`config.mk`:
```
export PLATFORM = sky130hd
export DESIGN_NAME = qec_syndrome_gen
export DESIGN_NICKNAME = d
export VERILOG_FILES = /design/src/rtl/qec_syndrome_gen.sv
export SDC_FILE = /design/constraint.sdc
export NUM_CORES = 1
export LEC_CHECK = 0
export BUFFER_PORTS_ARGS = -buffer_cell sky130_fd_sc_hd__buf_2
export CAP_MARGIN = 20
export CELL_PAD_IN_SITES_DETAIL_PLACEMENT = 1
export CELL_PAD_IN_SITES_GLOBAL_PLACEMENT = 1
export CORE_ASPECT_RATIO = 1.2
export CORE_MARGIN = 2
export CORE_UTILIZATION = 30
export DETAILED_ROUTE_END_ITERATION = 6
export PLACE_DENSITY = 0.74
export SETUP_SLACK_MARGIN = 0.5
export SLEW_MARGIN = 5
export SYNTH_ARGS = -nofsm -noshare
export SYNTH_HDL_FRONTEND = slang
export SYNTH_SLANG_ARGS = --single-unit
```
`constraint.sdc`:
```
create_clock -name clk -period 2.8 [get_ports clk]
set_input_delay 0 -clock clk [delete_from_list [all_inputs] [get_ports clk]]
set_output_delay 0 -clock clk [all_outputs]
set_load 0.01 [all_outputs]
```
`src/rtl/qec_syndrome_gen.sv`:
```
// qec_syndrome_gen: stimulus source for the 3-qubit repetition-code decoder.
// Encodes a logical bit into a 3-bit repetition codeword, applies a fixed or
// LFSR-driven error pattern, derives the syndrome and streams it over a
// valid/ready handshake for a programmed number of frames, while counting
// accepted frames and frames that carried an injected error.
module qec_syndrome_gen #(
  parameter logic [7:0] SEED = 8'hA5
) (
  input  logic       clk,
  input  logic       rst_n,
  input  logic       start,
  input  logic [7:0] num_frames,
  input  logic [1:0] err_mode,
  input  logic [2:0] err_pattern,
  input  logic [7:0] err_threshold,
  input  logic       data_in,
  input  logic       synd_ready,
  output logic       synd_valid,
  output logic [2:0] syndrome,
  output logic [2:0] codeword,
  output logic [2:0] err_applied,
  output logic       busy,
  output logic       done,
  output logic [7:0] frames_sent,
  output logic [7:0] errors_injected
);

  typedef enum logic [1:0] {
    IDLE = 2'd0,
    GEN  = 2'd1,
    HOLD = 2'd2,
    DONE = 2'd3
  } state_t;

  state_t     state;
  state_t     state_next;

  logic [7:0] lfsr;
  logic [7:0] lfsr_next;
  logic [7:0] frames_total;

  logic       inject;
  logic [2:0] single_err;
  logic [2:0] err_sel;
  logic [2:0] synd_sel;
  logic       handshake;
  logic       last_frame;

  // Error-pattern selection for the frame being generated from the current LFSR value
  always_comb begin
    inject = (lfsr < err_threshold);
    // Qubit index 3 folds back onto qubit 0.
    case (lfsr[1:0])
      2'b01:   single_err = 3'b010;
      2'b10:   single_err = 3'b100;
      default: single_err = 3'b001;
    endcase
    case (err_mode)
      2'b00:   err_sel = '0;
      2'b01:   err_sel = err_pattern;
      2'b10:   err_sel = inject ? single_err : 3'b000;
      default: err_sel = inject ? lfsr[2:0] : 3'b000;
    endcase
  end

  // Syndrome lookup: single-qubit errors map to distinct codes, anything heavier saturates
  always_comb begin
    case (err_sel)
      3'b000:  synd_sel = 3'b000;
      3'b001:  synd_sel = 3'b011;
      3'b010:  synd_sel = 3'b010;
      3'b100:  synd_sel = 3'b001;
      default: synd_sel = 3'b111;
    endcase
  end

  // LFSR successor and run-progress helpers
  always_comb begin
    lfsr_next  = {lfsr[6:0], lfsr[7] ^ lfsr[5] ^ lfsr[4] ^ lfsr[3]};
    handshake  = (state == HOLD) && synd_ready;
    last_frame = ((frames_sent + 8'd1) == frames_total);
  end

  // Next-state logic and state-decoded outputs
  always_comb begin
    state_next = state;
    synd_valid = 1'b0;
    busy       = 1'b0;
    done       = 1'b0;
    case (state)
      IDLE: begin
        if (start) begin
          state_next = (num_frames != 8'd0) ? GEN : DONE;
        end
      end
      GEN: begin
        busy       = 1'b1;
        state_next = HOLD;
      end
      HOLD: begin
        busy       = 1'b1;
        synd_valid = 1'b1;
        if (handshake) begin
          state_next = last_frame ? DONE : GEN;
        end
      end
      DONE: begin
        done       = 1'b1;
        state_next = IDLE;
      end
      default: state_next = IDLE;
    endcase
  end

  // State register
  always_ff @(posedge clk) begin
    if (!rst_n) begin
      state <= IDLE;
    end else begin
      state <= state_next;
    end
  end

  // Datapath: run setup, frame registration, LFSR stepping and statistics
  always_ff @(posedge clk) begin
    if (!rst_n) begin
      lfsr            <= SEED;
      frames_total    <= '0;
      syndrome        <= '0;
      codeword        <= '0;
      err_applied     <= '0;
      frames_sent     <= '0;
      errors_injected <= '0;
    end else begin
      case (state)
        IDLE: begin
          if (start) begin
            frames_sent     <= '0;
            errors_injected <= '0;
            if (num_frames != 8'd0) begin
              frames_total <= num_frames;
              lfsr         <= SEED;
            end
          end
        end
        GEN: begin
          err_applied <= err_sel;
          codeword    <= {3{data_in}} ^ err_sel;
          syndrome    <= synd_sel;
          lfsr        <= lfsr_next;
        end
        HOLD: begin
          if (handshake) begin
            frames_sent <= frames_sent + 8'd1;
            if (err_applied != 3'b000) begin
              errors_injected <= errors_injected + 8'd1;
            end
          end
        end
        default: ;
      endcase
    end
  end

endmodule

```
==> flow_summary_export.csv, run 1 <==
group,metric,value,unit
global_route,antenna_found_initial,0,
synth,synth_most_common_cell,"dfxtp_1",
synth,synth_cell_type_count,48,
timing,finalHoldViolCount,0,
synth,synth_ff_type,"dfxtp_1",
setup_path,path_class,"reg -> reg",
setup_path,cp_data_required_time,3050,ps
synth,syn_inst,284,
pwr,p_per_area,757,mW/mm2
route,postRouteAntennaNets,0,
setup_path,cpLargestDelayFamily,"compound AO/OA/AOI/OAI gates",
timing,fin_crit_sh,0.771,
global_route,overflow,0,
synth,synth_fp_nets,325,
cts,tritoncts,"done",
route,wl_per_cell,14.8,um
setup_path,cp-end-kind,"flip-flop",
timing,holdWs,16.0,ps
setup_path,path_depth,8,
route,drc,0,
setup_path,path_cells,"inv_1 -> ha_1 -> nor2b_2 -> nor2_1 -> o21ai_1 -> o21ai_0 -> o31ai_1 -> and2_1",
synth,synth_top_cell_by_area,"dfxtp_1",
timing,fin_crit,2160,ps
place,gp_congestion,0.788,
timing,fmax,463,MHz
setup_path,cp.arrival,2410,ps
final_layout,antenna_cells,0,
min_path,hold_path_class,"in -> reg",
pwr,power_leakage,1.33,nW
setup_path,critical_path.max_fanout,10,
floorplan,num_io_pins,54,
setup_path,worstReg2RegStart,"state[0]",
place,dp_hpwl,4920,um
setup_path,crit_slowest_cell,"o21ai_1",
timing,slew_viol_final,0,
timing,skew,10.7,ps
synth,synth_common_cells,"dfxtp_1, nor2_1, a21oi_1",
cts,cts_made_buffers,5,
synth,synth_area,0.00242,mm2
setup_path,crit_start,"state[0]",
final_layout,syn2layout_area_growth,23.8,%
job,drv_cap,0,
setup_path,critPathLaunchType,"flip-flop",
timing,worst_slack,642,ps
route,first_iter_violations,44,
place,dp_slack,584,ps
synth,async_reset_ff_frac,0,
floorplan,die_area,0.00880,mm2
global_route,first_global_vias,2354,
pwr,p_comb_frac,0.426,
floorplan,start_util,0.312,
timing,worstMarginPinSlew,751,ps
pwr,pwr-share-clk,0.221,
synth,synth.top_cell.area_share,0.356,
synth,avgSynthCellArea,8.52,um2
synth,synth_edf_count,0,
floorplan,die_h,102,um
setup_path,max_stage_delay,380,ps
timing,slew_headroom,0.496,
cts,clockRootBuffer,"clkbuf_8",
timing,setup-violations-final,0,
synth,synthTopCellsByArea,"dfxtp_1, ha_1, nor2_1",
final_layout,nets,385,
route,viasPerCell,5.11,
cts,clockBufferDepth,2,
setup_path,reg2reg_slack,640,ps
setup_path,endpoint,"frames_sent[3]",
final_layout,nFillCells,938,
cts,clk_pin_slew,90,ps
final_layout,final_util,0.387,
final_layout,drive_gt1_frac,0.226,
route,wl,6450,um
synth,yosysSeqAreaShare,0.356,
floorplan,placementRows,35,
route,num_vias,2232,
cts,ctsHtreeMaxLevel,2,
timing,fin_tns_setup,0,ps
global_route,grt_pass1_wl,10800,um
timing,rsz0062_at_grt,"no",
cts,cts_sinks,43,
pwr,seqPwrFrac,0.353,
pwr,ir_drop,0.000277,V
synth,ys_ff_latch,43,
pwr,p_int,1.37,mW
pwr,p_sw_frac,0.396,
setup_path,timing.rr.end,"frames_sent[3]",
route,drt_pass1_iterations,4,
floorplan,die_x,86.0,um
setup_path,rr_worst_depth,8,
global_route,grtUsageTotal,0.154,
place,io_buffers,53,
setup_path,cp_num_buf_inv,1,
cts,insertion_delay,300,ps
synth,ys_warn_count,0,
floorplan,coreArea,0.00775,mm2
run_status,status,"finished clean",
global_route,grt_max_degree,27,
pwr,power.switching,0.898,mW
==> metrics by stage <==
stage / power, mW / cells / cell area, um2
6_report: 2.27 / 437 / 3000
3_5_place_dp: 1.75 / 420 / 2770
5_1_grt: 2.44 / 437 / 3000
2_1_floorplan: 1.47 / 284 / 2420
4_1_cts: 2.26 / 436 / 2960
3_3_place_gp: 1.72 / 420 / 2770
==> routing by layer <==
layer | wire, um | track usage | vias up | part of all wire
met4 | 81 | 0.0440 | 0 | 0.013
met5 | 0 | 0 | - | 0
met3 | 298 | 0.0339 | 5 | 0.046
met2 | 3280 | 0.281 | 47 | 0.51
li1 | - | - | 1116 | -
met1 | 2780 | 0.181 | 1064 | 0.43
==> registers in the layout (all words and copies together) (netlist names) <==
| signal | count |
|---|---|
| errors_injected | 8 |
| frames_sent | 8 |
| frames_total | 8 |
| lfsr | 8 |
| codeword | 3 |
| err_applied | 3 |
| syndrome | 3 |
| state | 2 |
==> how the worst min path moves through the flow <==
stage	from	to	slack, ps	cells after the start
final	num_frames[6]	frames_total[6]	20	3
after global routing	num_frames[6]	frames_total[6]	60	3
after CTS	num_frames[6]	frames_total[6]	1	3
after detailed placement	num_frames[5]	frames_total[5]	260	3
after global placement	num_frames[6]	frames_total[6]	250	3
after floorplan	num_frames[6]	frames_total[6]	140	2
==> cell usage in the layout (no fill, tap or decap), drive strengths merged, types with 4 or more instances in the layout <==
| cell type | count |
|---|---|
| xnor2 | 16 |
| and3 | 6 |
| nor2b | 5 |
| xor2 | 9 |
| nor4 | 4 |
| buf | 56 |
| dlygate4sd3 | 8 |
| o21ai | 19 |
| mux2i | 11 |
| nand3b | 7 |
| dfxtp | 43 |
| nor2 | 39 |
| clkbuf | 5 |
| inv | 15 |
| a21oi | 18 |
| nand3 | 15 |
| ha | 15 |
| nand2 | 13 |
==> worst register-to-register path, stage by stage (launching register included) <==
cell     delay, ps
dfxtp_1        350
inv_1           90
ha_1           370
nor2b_2        340
nor2_1         110
o21ai_1        380
o21ai_0        250
o31ai_1        100
and2_1         140
==> cell families (layout without fill, tap and decap cells) <==
family | Yosys count | count (layout) | synth area share
compound gates | 57 | 57 | 0.159
fa+ha+maj | 16 | 16 | 0.0817
xor+xnor | 25 | 25 | 0.0905
flops | 43 | 43 | 0.356
mux | 11 | 11 | 0.0455
buf+inv | 27 | 88 | 0.0439
simple gates | 105 | 105 | 0.223
==> timing repair <==
| action | 4_1_cts | 5_1_grt |
|---|---|---|
| gates resized for setup | 0 | 7 |
| setup endpoints to repair | 0 | 10 |
| hold buffers | 8 | 0 |
| buffers inserted | 0 | 1 |
| endpoints found under the hold margin | 8 | 0 |
==> power groups by stage <==
stage                     Clock (mW)  Sequential (mW)  Combinational, mW
final                          0.500            0.801              0.967
after global routing           0.539            0.816               1.09
after CTS                      0.513            0.804              0.944
after detailed placement           0            0.818              0.930
after global placement             0            0.811              0.909
after floorplan                    0            0.806              0.668
==> layout make-up <==
class / count / area [um2] / share of cell area
clock buffers: 5 / 68.8 / 0.0230
clock inverters: 3 / 43.8 / 0.0146
inverters: 16 / 60.1 / 0.0200
multi-input cells: 214 / 1480 / 0.494
flip-flops and latches: 43 / 862 / 0.288
well taps: 92 / 115 / 0.0384
repair buffers: 64 / 368 / 0.123
(Power assumes the default switching activity.)
==> inputs of run 2 (changes only) <==
- clock period: 2.8 -> 2.2 ns (I/O delays scaled with it)
==> run 2 against run 1 <==
Utilization is 7.2 points higher. Flip-flop and latch count unchanged. Design area grew 19%. Via count up 7.5%. Combinational power grew 90%. Fmax up 5.8%. First-iteration DRC count increased by 23%. Sequential share of layout area down 3.8 points. Clock skew is 1.9 ps higher. Critical path type unchanged. Critical endpoint is now codeword[0]. Largest power group unchanged. Highest routed layer unchanged.
==> flow_summary_export.csv, run 2 (synthesized netlist as in run 1, its figures left out) <==
group,metric,value,unit
global_route,antenna_found_initial,0,
timing,worstMarginPinSlew,513,ps
pwr,seqPwrFrac,0.305,
pwr,power.switching,1.41,mW
final_layout,drive_gt1_frac,0.415,
route,wl_per_cell,15.9,um
route,drt_pass1_iterations,4,
pwr,power_leakage,1.49,nW
pwr,p_int,2.01,mW
floorplan,placementRows,35,
timing,slew_headroom,0.656,
floorplan,die_x,86.0,um
setup_path,rr_worst_depth,8,
pwr,ir_drop,0.000315,V
pwr,pwr-share-clk,0.158,
setup_path,path_class,"reg -> reg",
timing,fin_crit,2040,ps
setup_path,timing.rr.end,"codeword[0]",
run_status,status,"finished clean",
setup_path,cpLargestDelayFamily,"compound AO/OA/AOI/OAI gates",
timing,fmax,490,MHz
cts,cts_sinks,43,
setup_path,worstReg2RegStart,"lfsr[1]",
timing,fin_tns_setup,0,ps
floorplan,die_h,102,um
cts,cts_made_buffers,5,
setup_path,path_cells,"ha_4 -> or4_4 -> a21oi_4 -> o31ai_4 -> o211ai_4 -> buf_4 -> xnor2_1 -> o21ai_1",
job,drv_cap,0,
floorplan,coreArea,0.00775,mm2
setup_path,cp.arrival,2240,ps
timing,holdWs,16.3,ps
final_layout,antenna_cells,0,
timing,slew_viol_final,0,
timing,fin_crit_sh,0.927,
setup_path,crit_start,"lfsr[1]",
route,drc,0,
global_route,grt_max_degree,16,
final_layout,nets,416,
setup_path,endpoint,"codeword[0]",
cts,clockBufferDepth,2,
final_layout,final_cell_mix,"buf_2, nor2_1, dfxtp_1",
setup_path,max_stage_delay,530,ps
pwr,p_sw_frac,0.412,
cts,clk_pin_slew,90,ps
setup_path,critPathLaunchType,"flip-flop",
global_route,grtUsageTotal,0.171,
route,first_iter_violations,54,
timing,rsz0062_at_grt,"yes",
setup_path,cp_num_buf_inv,1,
route,wl,7460,um
place,gp_congestion,0.810,
global_route,first_global_vias,2484,
setup_path,crit_slowest_cell,"or4_4",
setup_path,critical_path.max_fanout,4,
timing,setup-violations-final,0,
cts,tritoncts,"done",
final_layout,final_common_cell,"buf_2",
floorplan,start_util,0.312,
final_layout,syn2layout_area_growth,46.9,%
setup_path,cp-end-kind,"flip-flop",
place,io_buffers,53,
final_layout,nFillCells,906,
setup_path,cp_data_required_time,2410,ps
pwr,p_comb_frac,0.537,
setup_path,path_depth,8,
route,postRouteAntennaNets,0,
place,dp_hpwl,4980,um
timing,skew,12.6,ps
route,num_vias,2400,
global_route,grt_pass1_wl,11900,um
floorplan,die_area,0.00880,mm2
route,viasPerCell,5.13,
floorplan,num_io_pins,54,
cts,ctsHtreeMaxLevel,2,
setup_path,reg2reg_slack,160,ps
timing,finalHoldViolCount,0,
cts,clockRootBuffer,"clkbuf_8",
cts,insertion_delay,310,ps
global_route,overflow,0,
min_path,hold_path_class,"in -> reg",
pwr,p_per_area,963,mW/mm2
run 2: worst min-delay path by stage:
| stage | startpoint | endpoint | slack, ps | depth (start not counted) |
|---|---|---|---|---|
| final | data_in | codeword[1] | 20 | 3 |
| after global routing | data_in | codeword[0] | 30 | 3 |
| after CTS | data_in | codeword[0] | 10 | 3 |
| after detailed placement | num_frames[2] | frames_total[2] | 260 | 3 |
| after global placement | num_frames[6] | frames_total[6] | 260 | 3 |
| after floorplan | num_frames[6] | frames_total[6] | 140 | 2 |
run 2: through the flow:
step,setup WS [ps],utilization,cell area [um2],total power [mW],instances
after CTS,195,0.430,3330,3.23,455
after detailed placement,141,0.374,2900,2.35,423
final,161,0.459,3560,3.43,468
after global routing,102,0.459,3560,3.67,468
after floorplan,298,-,2530,1.98,284
after global placement,207,0.374,2900,2.32,423
run 2: cell type report:
class | count | area [um2] | area share
Multi-Input combinational cell | 215 | 1790 | 0.504
Clock inverter | 3 | 22.5 | 0.00633
Inverter | 16 | 65.1 | 0.0183
Timing Repair Buffer | 94 | 603 | 0.170
Tap cell | 92 | 115 | 0.0324
Clock buffer | 5 | 68.8 | 0.0194
Sequential cell | 43 | 888 | 0.250
run 2: worst reg2reg max path, cell delays in order (launching register included):
cell and delay, ps:
dfxtp_4 360, ha_4 150, or4_4 530, a21oi_4 230
o31ai_4 100, o211ai_4 240, buf_4 160, xnor2_1 110
o21ai_1 70
run 2: timing repair:
item	4_1_cts	5_1_grt
hold buffers	9	0
gates cloned	1	0
resized for setup	32	29
endpoints found under the setup margin	41	37
endpoints found under the hold margin	9	0
setup buffers	14	13
pin swaps	20	15
run 2: routing by layer:
metal | vias up | GRT usage | wire [um]
met2 | 45 | 0.320 | 3940
met3 | 8 | 0.0323 | 230
met1 | 1168 | 0.194 | 3170
li1 | 1179 | - | -
met5 | - | 0 | 0
met4 | 0 | 0.0537 | 109
run 2: power groups by stage:
stage / logic, mW / clock network (mW) / registers (mW)
3_3_place_gp: 1.28 / 0 / 1.05
2_1_floorplan: 0.941 / 0 / 1.04
4_1_cts: 1.63 / 0.561 / 1.04
6_report: 1.84 / 0.540 / 1.05
5_1_grt: 2.01 / 0.592 / 1.06
3_5_place_dp: 1.29 / 0 / 1.06
